==> config.mk <==
export PLATFORM = sky130hd
export DESIGN_NAME = uart_rx_frame_module_flat
export DESIGN_NICKNAME = d
export VERILOG_FILES = /design/src/rtl/uart_rx_frame_module_if.sv /design/src/rtl/uart_rx_frame_module.sv /design/src/flat_wrapper.sv
export SDC_FILE = /design/constraint.sdc
export NUM_CORES = 1
export LEC_CHECK = 0
export CORE_ASPECT_RATIO = 0.75
export CORE_MARGIN = 2
export CORE_UTILIZATION = 30
export CTS_CLUSTER_SIZE = 20
export DETAILED_ROUTE_END_ITERATION = 12
export GPL_ROUTABILITY_DRIVEN = 0
export PLACE_DENSITY = 0.48
export RECOVER_POWER = 50
export SYNTH_ARGS = -nofsm -noshare
export SYNTH_HDL_FRONTEND = slang
export SYNTH_SLANG_ARGS = --single-unit
==> constraint.sdc <==
create_clock -name CLK -period 2.57 [get_ports CLK]
set_clock_uncertainty 0.15 [all_clocks]
set_input_delay 0.514 -clock CLK [delete_from_list [all_inputs] [get_ports CLK]]
set_output_delay 0.514 -clock CLK [all_outputs]
set_load 0.01 [all_outputs]
==> src/rtl/uart_rx_frame_module_if.sv <==
// Serial receive bundle between the line/enable source and the UART receive engine.
// The master drives the pin and enable; the slave (receiver) returns byte, status and busy.
interface uart_rx_frame_module_if;
    logic       Rx_En_Sig;
    logic       Rx_Pin_In;
    logic [7:0] Rx_Data;
    logic       Rx_Done_Sig;
    logic       Rx_Err_Sig;
    logic       Rx_Busy;

    modport master (
        output Rx_En_Sig, Rx_Pin_In,
        input  Rx_Data, Rx_Done_Sig, Rx_Err_Sig, Rx_Busy
    );

    modport slave (
        input  Rx_En_Sig, Rx_Pin_In,
        output Rx_Data, Rx_Done_Sig, Rx_Err_Sig, Rx_Busy
    );
endinterface

==> src/rtl/uart_rx_frame_module.sv <==
// UART receive engine: synchronises RX, times mid-bit samples from an internal baud
// divider, assembles 8 data bits LSB first with optional parity, flags framing/parity errors.
module uart_rx_frame_module #(
    parameter int BPS_DIV    = 434,
    parameter bit PARITY_EN  = 1'b0,
    parameter bit PARITY_ODD = 1'b0
) (
    input logic                   CLK,
    input logic                   RST_n,
    uart_rx_frame_module_if.slave rx_if
);

    localparam int                 CNT_W     = $clog2(BPS_DIV);
    localparam logic [CNT_W-1:0]   SAMPLE_PT = CNT_W'(BPS_DIV / 2);
    localparam logic [CNT_W-1:0]   CNT_LAST  = CNT_W'(BPS_DIV - 1);

    typedef enum logic [2:0] {
        ST_IDLE   = 3'd0,
        ST_START  = 3'd1,
        ST_DATA   = 3'd2,
        ST_PARITY = 3'd3,
        ST_STOP   = 3'd4,
        ST_DONE   = 3'd5
    } state_t;

    function automatic logic parity_err_f(input logic [7:0] data,
                                          input logic       par_bit,
                                          input logic       odd);
        return (((^data) ^ par_bit) != odd);
    endfunction

    logic             sync1_r, sync2_r, prev_r;
    state_t           state_r, state_nxt_s;
    logic [CNT_W-1:0] cnt_r, cnt_nxt_s;
    logic [2:0]       bit_idx_r, bit_idx_nxt_s;
    logic [7:0]       shift_r, shift_nxt_s;
    logic             par_err_r, par_err_nxt_s;
    logic [7:0]       data_r, data_nxt_s;
    logic             err_r, err_nxt_s;
    logic             done_r, done_nxt_s;
    logic             busy_r, busy_nxt_s;
    logic             rx_s, fall_s, sample_s;

    assign rx_s     = sync2_r;
    assign fall_s   = prev_r & ~sync2_r;
    assign sample_s = (cnt_r == SAMPLE_PT);

    // Next-state, counter, shift register and output-register updates
    always_comb begin
        state_nxt_s   = state_r;
        cnt_nxt_s     = (cnt_r == CNT_LAST) ? '0 : cnt_r + CNT_W'(1);
        bit_idx_nxt_s = bit_idx_r;
        shift_nxt_s   = shift_r;
        par_err_nxt_s = par_err_r;
        data_nxt_s    = data_r;
        err_nxt_s     = err_r;
        done_nxt_s    = 1'b0;
        if (!rx_if.Rx_En_Sig) begin
            state_nxt_s   = ST_IDLE;
            cnt_nxt_s     = '0;
            bit_idx_nxt_s = 3'd0;
        end else begin
            case (state_r)
                ST_IDLE: begin
                    cnt_nxt_s = '0;
                    if (fall_s) begin
                        state_nxt_s   = ST_START;
                        par_err_nxt_s = 1'b0;
                    end else begin
                        state_nxt_s = ST_IDLE;
                    end
                end
                ST_START: begin
                    if (sample_s) begin
                        // A high line at mid-start means the edge was a glitch
                        state_nxt_s   = rx_s ? ST_IDLE : ST_DATA;
                        bit_idx_nxt_s = 3'd0;
                    end else begin
                        state_nxt_s = ST_START;
                    end
                end
                ST_DATA: begin
                    if (sample_s) begin
                        shift_nxt_s[bit_idx_r] = rx_s;
                        if (bit_idx_r == 3'd7) begin
                            state_nxt_s = PARITY_EN ? ST_PARITY : ST_STOP;
                        end else begin
                            bit_idx_nxt_s = bit_idx_r + 3'd1;
                        end
                    end else begin
                        state_nxt_s = ST_DATA;
                    end
                end
                ST_PARITY: begin
                    if (sample_s) begin
                        par_err_nxt_s = parity_err_f(shift_r, rx_s, PARITY_ODD);
                        state_nxt_s   = ST_STOP;
                    end else begin
                        state_nxt_s = ST_PARITY;
                    end
                end
                ST_STOP: begin
                    // Leaving at mid-stop lets a back-to-back start edge be caught
                    if (sample_s) begin
                        state_nxt_s = ST_DONE;
                        data_nxt_s  = shift_r;
                        err_nxt_s   = ~rx_s | par_err_r;
                        done_nxt_s  = 1'b1;
                    end else begin
                        state_nxt_s = ST_STOP;
                    end
                end
                ST_DONE: begin
                    state_nxt_s = ST_IDLE;
                end
                default: begin
                    state_nxt_s = ST_IDLE;
                end
            endcase
        end
        busy_nxt_s = (state_nxt_s == ST_START) || (state_nxt_s == ST_DATA) ||
                     (state_nxt_s == ST_PARITY) || (state_nxt_s == ST_STOP);
    end

    // Synchroniser, edge detect, FSM state and registered outputs
    always_ff @(posedge CLK or negedge RST_n) begin
        if (!RST_n) begin
            sync1_r   <= 1'b1;
            sync2_r   <= 1'b1;
            prev_r    <= 1'b1;
            state_r   <= ST_IDLE;
            cnt_r     <= '0;
            bit_idx_r <= 3'd0;
            shift_r   <= 8'h00;
            par_err_r <= 1'b0;
            data_r    <= 8'h00;
            err_r     <= 1'b0;
            done_r    <= 1'b0;
            busy_r    <= 1'b0;
        end else begin
            sync1_r   <= rx_if.Rx_Pin_In;
            sync2_r   <= sync1_r;
            prev_r    <= sync2_r;
            state_r   <= state_nxt_s;
            cnt_r     <= cnt_nxt_s;
            bit_idx_r <= bit_idx_nxt_s;
            shift_r   <= shift_nxt_s;
            par_err_r <= par_err_nxt_s;
            data_r    <= data_nxt_s;
            err_r     <= err_nxt_s;
            done_r    <= done_nxt_s;
            busy_r    <= busy_nxt_s;
        end
    end

    assign rx_if.Rx_Data     = data_r;
    assign rx_if.Rx_Done_Sig = done_r;
    assign rx_if.Rx_Err_Sig  = err_r;
    assign rx_if.Rx_Busy     = busy_r;

endmodule

==> src/flat_wrapper.sv <==
// flat-port wrapper written by rule: the top's interface ports become plain ports
module uart_rx_frame_module_flat 
#(
    parameter int BPS_DIV    = 434,
    parameter bit PARITY_EN  = 1'b0,
    parameter bit PARITY_ODD = 1'b0
)
  (CLK, RST_n, rx_if_Rx_En_Sig, rx_if_Rx_Pin_In, rx_if_Rx_Data, rx_if_Rx_Done_Sig, rx_if_Rx_Err_Sig, rx_if_Rx_Busy);
  uart_rx_frame_module_if rx_if_i ();
  input logic CLK;
  input logic RST_n;
  input wire logic [$bits(rx_if_i.Rx_En_Sig)-1:0] rx_if_Rx_En_Sig;
  input wire logic [$bits(rx_if_i.Rx_Pin_In)-1:0] rx_if_Rx_Pin_In;
  output wire logic [$bits(rx_if_i.Rx_Data)-1:0] rx_if_Rx_Data;
  output wire logic [$bits(rx_if_i.Rx_Done_Sig)-1:0] rx_if_Rx_Done_Sig;
  output wire logic [$bits(rx_if_i.Rx_Err_Sig)-1:0] rx_if_Rx_Err_Sig;
  output wire logic [$bits(rx_if_i.Rx_Busy)-1:0] rx_if_Rx_Busy;
  assign rx_if_i.Rx_En_Sig = rx_if_Rx_En_Sig;
  assign rx_if_i.Rx_Pin_In = rx_if_Rx_Pin_In;
  assign rx_if_Rx_Data = rx_if_i.Rx_Data;
  assign rx_if_Rx_Done_Sig = rx_if_i.Rx_Done_Sig;
  assign rx_if_Rx_Err_Sig = rx_if_i.Rx_Err_Sig;
  assign rx_if_Rx_Busy = rx_if_i.Rx_Busy;
  uart_rx_frame_module #(.BPS_DIV(BPS_DIV), .PARITY_EN(PARITY_EN), .PARITY_ODD(PARITY_ODD)) u_core (.CLK(CLK), .RST_n(RST_n), .rx_if(rx_if_i));
endmodule
== Word level (Yosys, flattened, before mapping) ==
Index checks and enable logic that the tools add are counted.

* Word-level logic and storage cells: 74
* Flip-flop bits (word level): 38
* Output and inout bits: 11
* Bits of input ports: 4

* Eq/ne operators: 17
* Reductions and logical operators: 11
* Bitwise logic cells: 4
* Multiplexer cells: 26
* $add $sub $neg: 2
* Magnitude comparators: 2

{| class="wikitable"
|+ Operators by type and width
! cell !! count
|-
| two-way mux 3 bit || 9
|-
| two-way mux 9 bit || 3
|-
| one-hot mux 3 bit (5 select lines) || 1
|-
| equality test 3 x 2 -> 1 bit, second input constant || 4
|-
| adder 9 x 1 -> 9 bit, second input constant || 1
|-
| equality test 3 bit, second input constant || 3
|-
| equality test 9 x 8 -> 1 bit, second input constant || 1
|-
| equality test 9 bit, second input constant || 1
|-
| bitwise mux 8 bit || 1
|-
| two-way mux 1 bit || 8
|-
| AND reduction 4 bit || 2
|-
| parity 8 bit || 1
|-
| equality test 3 x 1 -> 1 bit, second input constant || 2
|-
| inequality test 3 x 2 -> 1 bit, second input constant || 2
|-
| one-hot mux 3 bit (2 select lines) || 1
|-
| AND reduction 3 bit || 2
|-
| less-than comparator 3 x 4 -> 1 bit, second input constant || 1
|-
| inequality test 2 x 1 -> 1 bit, second input constant || 2
|-
| adder 3 x 1 -> 3 bit, second input constant || 1
|-
| demux 1 bit (select 3 bit) || 1
|-
| greater-or-equal comparator 3 x 1 -> 1 bit, second input constant || 1
|-
| zero test 3 bit || 1
|-
| logical OR 1 bit || 3
|-
| inequality test 3 x 1 -> 1 bit, second input constant || 1
|-
| other kinds (9) || 9
|}

== Depth between registers and ports, before layout ==
Gate-level depths: netlist (run 1).

* Word-level depth: 9
* Depth in mapped cells: 8
* Gate-level depth less buffers: 7

== Worst setup path before layout (run 1) ==
No wires, ideal clock.

* Path kind: register to register
* Start point: register u_core.cnt_r[1]
* End point: register u_core.shift_r[3]
* Stages on the path, launching flop included: 8
* Data arrival time: 1.683 ns
* Slack: 0.613 ns
* Path buffers: 0
* Library setup time: 0.125 ns
* Clock period less this slack: 1.957 ns
* Required time: 2.295 ns
* Cell sequence: dfrtp_1 > inv_1 > ha_1 > and3b_2 > and4_1 > nand3_2 > nor3b_2 > mux2_2

* Cells in the longest elaborated chain, start to end: 2

{| class="wikitable"
|+ RTL lines
! what !! line !! source
|-
| start: declaration || uart_rx_frame_module.sv:34 || <nowiki>logic [CNT_W-1:0] cnt_r, cnt_nxt_s;</nowiki>
|-
| start signal: assignment || uart_rx_frame_module.sv:145 || <nowiki>cnt_r <= cnt_nxt_s;</nowiki>
|-
| equality test 9 x 8 -> 1 bit || uart_rx_frame_module.sv:46 || <nowiki>assign sample_s = (cnt_r == SAMPLE_PT);</nowiki>
|-
| AND reduction 3 bit (no line) || -- ||
|-
| end signal: assignment || uart_rx_frame_module.sv:147 || <nowiki>shift_r <= shift_nxt_s;</nowiki>
|-
| end: declaration || uart_rx_frame_module.sv:36 || <nowiki>logic [7:0] shift_r, shift_nxt_s;</nowiki>
|}

Every way passes these cells.
A chain may end at the register's enable or synchronous reset.

== Worst setup path in the final report (run 1) ==
* Start point: input rx_if_Rx_En_Sig
* End point: register u_core.shift_r[2]

* Cells in the longest elaborated chain, start to end: 1

{| class="wikitable"
|+ RTL lines
! what !! line !! source
|-
| start: declaration || flat_wrapper.sv:12 || <nowiki>input wire logic [$bits(rx_if_i.Rx_En_Sig)-1:0] rx_if_Rx_En_Sig;</nowiki>
|-
| AND reduction 3 bit (no line) || -- ||
|}

Every way passes these cells.

==> Implementation_results.wiki, run 1 <==
{| class="wikitable"
! Metric !! Value
|-
| Placed wire-length estimate after detailed placement || 2502 um
|-
| CP Capture Point || u_core.shift_r[2]
|-
| Largest net degree at the start of global routing || 39
|-
| Post-route DRC violation count || 0
|-
| Summed negative setup slack over all endpoints || 0 ns
|-
| Final std cells w/o fill || 266
|-
| Path class of the lowest-slack min-delay path || in2async
|-
| Largest delay contributor family on the critical path || simple AND/OR/NAND/NOR gates
|-
| Starting Density || 30.63%
|-
| Fraction of layout instances using a drive strength above 1 || 21.62%
|-
| Leading cell type in the layout, fill and taps excluded || sky130_fd_sc_hd__dfrtp_1
|-
| Wire length of the first global-routing pass || 6044 um
|-
| VDD IR-drop max || 0.0001780 V
|-
| Number of I/O port buffers || 14
|-
| Portion of the clock cycle consumed by the worst path in the final layout || 84.91%
|-
| FF-to-FF End || u_core.shift_r[3]
|-
| Overall routed net length || 3504 um
|-
| Diode count || 0
|-
| Register-to-register path setup slack || 0.42 ns
|-
| Clock sink total || 38
|-
| Worst reg-to-reg path cell count || 7
|-
| Detail-routed net length per standard cell || 13.17 um
|-
| Worst slew slack as a fraction of its limit || 23.09%
|-
| Clock tree from TritonCTS || yes
|-
| Number of unique standard cell types used by synthesis || 44
|-
| Area added between synthesis and finish || 16.01%
|-
| Min Tclk post-route || 2.182 ns
|-
| Length of the first detailed-routing pass in iterations || 4
|-
| Number of max-slew violations in the final report || 0
|-
| Highest-count cells in the layout ignoring fill and taps || 35 x sky130_fd_sc_hd__dfrtp_1, 19 x sky130_fd_sc_hd__nor2_1, 13 x sky130_fd_sc_hd__mux2_2
|-
| Worst Setup SP || rx_if_Rx_En_Sig
|-
| Highest clock frequency the design can meet || 458.3 MHz
|-
| Overall die height || 73.05 um
|-
| Total leakage power || 0.9429 nW
|-
| Die width || 96.06 um
|-
| Nets || 192
|-
| Clock latency reported for the late side of the worst-skew pair || 0.29 ns
|-
| Post-CTS sizing || 0
|-
| Total CTS buffers || 5
|-
| Total setup buffers inserted after CTS || 0
|-
| Type of the setup path with the least slack || in2reg
|-
| Std cell rows || 25
|-
| Max cap viols || 0
|-
| IO Pins || 15
|-
| Mapped Avg Cell Area || 11.28 sq um
|-
| Measured slew at the worst slew-check pin || 1.136 ns
|-
| Power Density || 488.9 nW/um^2
|-
| Combinational group share of total power || 3.5%
|-
| Share of total power consumed by net switching || 22.92%
|-
| Clock group share of total power || 39.8%
|-
| Floorplan die area || 7017 sq um
|-
| Worst Path Max Fanout || 6
|-
| Int Pwr || 0.8335 mW
|-
| Total vias in the final route || 1271
|-
| Via count of the first global-routing pass || 1272
|-
| Root Buffer Master || sky130_fd_sc_hd__clkbuf_8
|-
| Proportion of synthesized chip area in sequential cells || 50.07%
|-
| DRC marker count from the first detailed-route iteration || 67
|-
| Placed Cells || 258
|-
| Core area || 6225 sq um
|-
| Antenna violations before repair || 0
|-
| Buffer and inverter count on the worst path || 1
|-
| Data required time of the worst path || 2.59 ns
|-
| Setup repair after global routing missed its margin || no
|-
| Sequential share of power || 56.7%
|-
| Number of buffers added to fix hold violations after cts || 0
|-
| Flop and latch count out of synthesis || 38
|-
| Startpoint Class || primary input
|-
| Vias per Instance || 4.778
|-
| Clock Path Buffers || 2
|-
| H-tree lvl count || 2
|-
| Synth Cell Area || 1907 sq um
|-
| Endpoints failing setup || 0
|-
| Critical path cell sequence || dlygate4sd3_1 -> nand2b_4 -> or3_4 -> nor3_4 -> nand3b_1 -> mux2_1
|-
| Category of the worst setup path capture point || flop
|-
| Status || completed
|-
| Post-synthesis instance total || 169
|-
| Levels on crit path || 6
|-
| GRT Util Overall || 11.16%
|-
| Post-Syn Nets || 177
|-
| Count of yosys warnings during synthesis || 0
|-
| Origin of the critical flop-to-flop path || u_core.cnt_r[1]
|-
| Net switching component of the power || 0.2479 mW
|-
| Remaining Overflow, GRT || 0
|-
| Biggest cell delay along the critical path || 0.61 ns
|-
| Total count of hold-check failures in the final report || 0
|-
| ANT nets after route || 0
|-
| Data arrival, critical path || 2.20 ns
|-
| Worst hold slack after final layout || 0.1784 ns
|-
| Slowest cell on the critical path || sky130_fd_sc_hd__dlygate4sd3_1
|-
| Clock-pin slew on the worst setup and hold paths || 0.08 ns
|}
-- final cells by class --
class                           count  area [sq um]
Multi-Input combinational cell    119         879.6
Clock inverter                      2         12.51
Clock buffer                        6         82.58
Timing Repair Buffer               17         170.2
Sequential cell                    38         954.7
Fill cell                         614          4013
Tap cell                           81         101.3
Inverter                            3         11.26
-- how the worst min path moves through the flow --
| stage | start | endpoint | slack, ns | cells after the start |
|---|---|---|---|---|
| 2_1_floorplan | RST_n | u_core.bit_idx_r[0] | 0.07 | 0 |
| 3_3_place_gp | u_core.sync1_r | u_core.rx_s | 0.20 | 0 |
| 3_5_place_dp | u_core.sync1_r | u_core.rx_s | 0.20 | 0 |
| 4_1_cts | RST_n | u_core.rx_if.Rx_Data[1] | 0.21 | 1 |
| 5_1_grt | u_core.sync1_r | u_core.rx_s | 0.22 | 0 |
| 6_report | RST_n | u_core.cnt_r[5] | 0.18 | 1 |
-- per-stage QoR --
step | instance area [sq um] | power [mW] | utilization, % | worst slack [ns]
after floorplan | 1907 | 0.6424 | - | 0.6127
after global placement | 2125 | 0.6647 | 34.13 | 0.1559
after detailed placement | 2125 | 0.6657 | 34.13 | 0.1478
after CTS | 2220 | 1.097 | 35.66 | 0.4188
after global routing | 2212 | 1.133 | 35.54 | 0.3046
final | 2212 | 1.081 | 35.54 | 0.3879
-- sequential cells by signal (all words and copies together), names as in the netlist, 3 cells and up --
| signal | flops |
|---|---|
| u_core.bit_idx_r | 3 |
| u_core.cnt_r | 9 |
| u_core.rx_if.Rx_Data | 8 |
| u_core.shift_r | 8 |
| u_core.state_r | 3 |
-- routing by layer --
layer  vias up  GRT usage [%]  wire length, um
li1        623              -                -
met1       617          16.49             1793
met2        26          16.20             1520
met3         5          2.583              154
met4         0          3.333               35
met5         -              0                0
-- worst reg2reg max path, cell delays in order, from the launching register on --
cell                      delay (ns)
sky130_fd_sc_hd__dfrtp_1        0.40
sky130_fd_sc_hd__inv_1          0.06
sky130_fd_sc_hd__ha_1           0.16
sky130_fd_sc_hd__and3b_2        0.24
sky130_fd_sc_hd__and4_1         0.33
sky130_fd_sc_hd__nand3_2        0.16
sky130_fd_sc_hd__nor3b_2        0.21
sky130_fd_sc_hd__mux2_2         0.34
-- power groups by stage --
stage | Clock (mW) | Sequential, mW | Combinational (mW)
finish | 0.431 | 0.613 | 0.0379
global route | 0.475 | 0.614 | 0.0433
CTS | 0.443 | 0.613 | 0.0404
detailed placement | 0 | 0.625 | 0.0405
global placement | 0 | 0.625 | 0.0399
floorplan | 0 | 0.620 | 0.0223
-- kinds of logic (layout without fill, tap and decap cells) --
family,count (synthesis),after routing,share of synthesized area (%)
mux,16,16,9.449
compound gates,20,20,6.824
buf+inv,12,28,3.412
xor+xnor,14,14,6.430
simple gates,65,65,21.19
flops,38,38,50.07
fa+ha+maj,4,4,2.625
-- synth_stat cells --
| library cell | count | area share (%) |
|---|---|---|
| sky130_fd_sc_hd__dfrtp_1 | 35 | 46 |
| sky130_fd_sc_hd__nor2_1 | 19 | 3.7 |
| sky130_fd_sc_hd__mux2_2 | 13 | 7.7 |
| sky130_fd_sc_hd__nand2_1 | 10 | 2.0 |
| sky130_fd_sc_hd__xnor2_1 | 10 | 4.6 |
| sky130_fd_sc_hd__nand3_1 | 9 | 2.4 |
| sky130_fd_sc_hd__a21oi_1 | 7 | 1.8 |
| sky130_fd_sc_hd__o21ai_0 | 7 | 1.8 |
| sky130_fd_sc_hd__buf_2 | 4 | 1.0 |
| sky130_fd_sc_hd__buf_4 | 4 | 1.6 |
| sky130_fd_sc_hd__ha_1 | 4 | 2.6 |
| sky130_fd_sc_hd__xor2_1 | 4 | 1.8 |
| sky130_fd_sc_hd__dfstp_2 | 3 | 4.1 |
| sky130_fd_sc_hd__mux2_1 | 3 | 1.8 |
| sky130_fd_sc_hd__and2b_1 | 2 | 0.79 |
| sky130_fd_sc_hd__inv_1 | 2 | 0.39 |
| sky130_fd_sc_hd__nand3b_1 | 2 | 0.79 |
| sky130_fd_sc_hd__nor3_1 | 2 | 0.52 |
| sky130_fd_sc_hd__nor3b_2 | 2 | 1.3 |
| sky130_fd_sc_hd__nor4b_1 | 2 | 0.92 |
| sky130_fd_sc_hd__or3_1 | 2 | 0.66 |
| sky130_fd_sc_hd__a31o_2 | 1 | 0.46 |
| sky130_fd_sc_hd__a31oi_1 | 1 | 0.33 |
| sky130_fd_sc_hd__a41oi_1 | 1 | 0.46 |
| sky130_fd_sc_hd__and3_1 | 1 | 0.33 |
| sky130_fd_sc_hd__and3b_1 | 1 | 0.46 |
| sky130_fd_sc_hd__and3b_2 | 1 | 0.52 |
| sky130_fd_sc_hd__and4_1 | 1 | 0.46 |
| sky130_fd_sc_hd__and4b_1 | 1 | 0.52 |
| sky130_fd_sc_hd__and4bb_2 | 1 | 0.66 |
| sky130_fd_sc_hd__clkbuf_1 | 1 | 0.20 |
| sky130_fd_sc_hd__inv_2 | 1 | 0.20 |
| sky130_fd_sc_hd__nand2b_4 | 1 | 0.72 |
| sky130_fd_sc_hd__nand3_2 | 1 | 0.52 |
| sky130_fd_sc_hd__nand4_1 | 1 | 0.33 |
| sky130_fd_sc_hd__nand4_4 | 1 | 1.1 |
| sky130_fd_sc_hd__nor2b_1 | 1 | 0.33 |
| sky130_fd_sc_hd__nor3_4 | 1 | 0.85 |
| sky130_fd_sc_hd__nor3b_1 | 1 | 0.39 |
| sky130_fd_sc_hd__o21bai_1 | 1 | 0.39 |
| sky130_fd_sc_hd__o311ai_2 | 1 | 0.85 |
| sky130_fd_sc_hd__o31ai_2 | 1 | 0.66 |
| sky130_fd_sc_hd__or2_2 | 1 | 0.33 |
| sky130_fd_sc_hd__or3_4 | 1 | 0.59 |
Note: power is estimated with default switching activity, not from simulation.
==> run 2, diff against run 1 <==
==> constraint.sdc (replaced) <==
create_clock -name CLK -period 2.1 [get_ports CLK]
set_clock_uncertainty 0.15 [all_clocks]
set_input_delay 0.42 -clock CLK [delete_from_list [all_inputs] [get_ports CLK]]
set_output_delay 0.42 -clock CLK [all_outputs]
set_load 0.01 [all_outputs]
==> Implementation_results.wiki, run 2 (synthesis results as in run 1) <==
{| class="wikitable"
! Metric !! Value
|-
| Status || completed
|-
| Clock Path Buffers || 2 (unchanged)
|-
| Total vias in the final route || 1299 (+2.2%)
|-
| Leading cell type in the layout, fill and taps excluded || sky130_fd_sc_hd__dfrtp_1
|-
| Antenna violations before repair || 0 (unchanged)
|-
| Endpoints failing setup || 0 (unchanged)
|-
| Wire length of the first global-routing pass || 6230 um (+3.1%)
|-
| Floorplan die area || 7017 sq um (unchanged)
|-
| Via count of the first global-routing pass || 1260 (-0.94%)
|-
| Clock-pin slew on the worst setup and hold paths || 0.07 ns (about the same)
|-
| Combinational group share of total power || 4.3% (+0.8 points)
|-
| Type of the setup path with the least slack || in2reg
|-
| Clock group share of total power || 41.7% (+1.9 points)
|-
| Starting Density || 30.63% (unchanged)
|-
| Cell depth of the worst hold path || 0
|-
| DRC marker count from the first detailed-route iteration || 57 (-15%)
|-
| Power Density || 573.8 nW/um^2 (+17%)
|-
| Die width || 96.06 um (unchanged)
|-
| Worst hold slack after final layout || 0.2074 ns (+0.02901 ns)
|-
| Placed wire-length estimate after detailed placement || 2735 um (+9.3%)
|-
| Std cell rows || 25 (unchanged)
|-
| Largest net degree at the start of global routing || 22 (-44%)
|-
| Share of total power consumed by net switching || 21.04% (-1.9 points)
|-
| Net switching component of the power || 0.2924 mW (+18%)
|-
| Overall die height || 73.05 um (unchanged)
|-
| Detail-routed net length per standard cell || 13.17 um (about the same)
|-
| Largest register by flop count || u_core.cnt_r
|-
| Fraction of layout instances using a drive strength above 1 || 32.20% (+11 points)
|-
| Core area || 6225 sq um (unchanged)
|-
| VDD IR-drop max || 0.0002067 V (+16%)
|-
| Total count of hold-check failures in the final report || 0 (unchanged)
|-
| Flip-flop count of the largest register after layout || 9 (unchanged)
|-
| Clock tree from TritonCTS || yes
|-
| Startpoint Class || primary input
|-
| Total leakage power || 1.066 nW (+13%)
|-
| Data required time of the worst path || 2.13 ns (-0.46 ns)
|-
| Data arrival, critical path || 2.05 ns (-0.15 ns)
|-
| Highest clock frequency the design can meet || 494.0 MHz
|-
| Overall routed net length || 3766 um (+7.5%)
|-
| Sequential share of power || 53.9% (-2.8 points)
|-
| Remaining Overflow, GRT || 0 (unchanged)
|-
| Portion of the clock cycle consumed by the worst path in the final layout || 96.40%
|-
| Worst slew slack as a fraction of its limit || 28.98% (+5.9 points)
|-
| Min Tclk post-route || 2.024 ns
|-
| Path class of the lowest-slack min-delay path || reg2reg
|-
| Worst reg-to-reg path cell count || 7 (unchanged)
|-
| Setup repair after global routing missed its margin || yes
|-
| Number of I/O port buffers || 14 (unchanged)
|-
| Category of the worst setup path capture point || flop
|-
| Area added between synthesis and finish || 27.03%
|-
| Share of the core filled with cells || 38.91% (+3.4 points)
|-
| Diode count || 0 (unchanged)
|-
| Number of max-slew violations in the final report || 0 (unchanged)
|-
| GRT Util Overall || 12.00% (+0.84 points)
|-
| H-tree lvl count || 2 (unchanged)
|-
| Length of the first detailed-routing pass in iterations || 4 (unchanged)
|-
| Worst Path Max Fanout || 4 (-2)
|-
| Measured slew at the worst slew-check pin || 1.065 ns (-0.07036 ns)
|-
| ANT nets after route || 0 (unchanged)
|-
| Vias per Instance || 4.542 (-4.9%)
|-
| Highest-count cells in the layout ignoring fill and taps || 35 x sky130_fd_sc_hd__dfrtp_1, 19 x sky130_fd_sc_hd__buf_4, 18 x sky130_fd_sc_hd__nor2_1
|-
| Post-route DRC violation count || 0 (unchanged)
|-
| Summed negative setup slack over all endpoints || 0 ns (unchanged)
|-
| Root Buffer Master || sky130_fd_sc_hd__clkbuf_8
|-
| IO Pins || 15 (unchanged)
|-
| Max cap viols || 0 (unchanged)
|-
| Nets || 212 (+10%)
|-
| Clock latency reported for the late side of the worst-skew pair || 0.29 ns (about the same)
|-
| Total CTS buffers || 5 (unchanged)
|-
| Clock sink total || 38 (unchanged)
|-
| Int Pwr || 1.098 mW (+32%)
|}
## run 2: worst paths after layout
kind | start | slack, ns | end
worst min-delay path | u_core.sync1_r | 0.21 | u_core.rx_s
max in group asynchronous | RST_n | 0.38 | u_core.rx_s
worst max-delay path | rx_if_Rx_En_Sig | 0.08 | u_core.shift_r[2]
worst max register to register | u_core.cnt_r[1] | 0.10 | u_core.bit_idx_r[0]
min in group asynchronous | RST_n | 0.69 | u_core.cnt_r[7]
worst min register to register | u_core.sync1_r | 0.21 | u_core.rx_s
## run 2: area by class of cell
cell class              instances  area [sq um]
inverters                       3         11.26
multi-input cells             119         915.9
well taps                      81         101.3
clock buffers                   8         110.1
flip-flops and latches         38         954.7
repair buffers                 37         329.1
fillers                       598          3802
## run 2: critical path: stages
cell	delay (ns)
sky130_fd_sc_hd__clkdlybuf4s50_1	0.54
sky130_fd_sc_hd__nand2b_4	0.07
sky130_fd_sc_hd__or3_4	0.35
sky130_fd_sc_hd__nor3_4	0.22
sky130_fd_sc_hd__nand3b_1	0.14
sky130_fd_sc_hd__mux2_4	0.31
## run 2: power by group through the flow
stage,Combinational (mW),Clock (mW),Sequential (mW)
4_1_cts,0.0612,0.603,0.749
6_report,0.0602,0.580,0.750
2_1_floorplan,0.0273,0,0.759
3_3_place_gp,0.0582,0,0.763
5_1_grt,0.0693,0.635,0.751
3_5_place_dp,0.0594,0,0.764
## run 2: stage by stage
stage / setup WS [ns] / area [sq um] / std cells / total power, mW
after CTS: 0.03052 / 2355 / 281 / 1.414
after floorplan: 0.1427 / 1907 / 169 / 0.7862
after global placement: -0.1514 / 2230 / 272 / 0.8214
after global routing: -0.02843 / 2422 / 286 / 1.455
after detailed placement: -0.1874 / 2230 / 272 / 0.8230
final: 0.07569 / 2422 / 286 / 1.390
## run 2: per-layer routing
layer | vias up | global-route usage (%) | share of wire (%)
met5 | - | 0 | 0
met4 | 0 | 4.286 | 1.7
met3 | 5 | 4.339 | 3.3
met2 | 13 | 16.59 | 43
met1 | 623 | 17.17 | 52
li1 | 658 | - | -
## run 2: what timing repair did
item	CTS	global route
hold endpoints to repair	16	0
hold buffers	1	0
buffers inserted	0	5
pin swaps	0	4
resized for setup	1	8
setup endpoints to repair	1	21
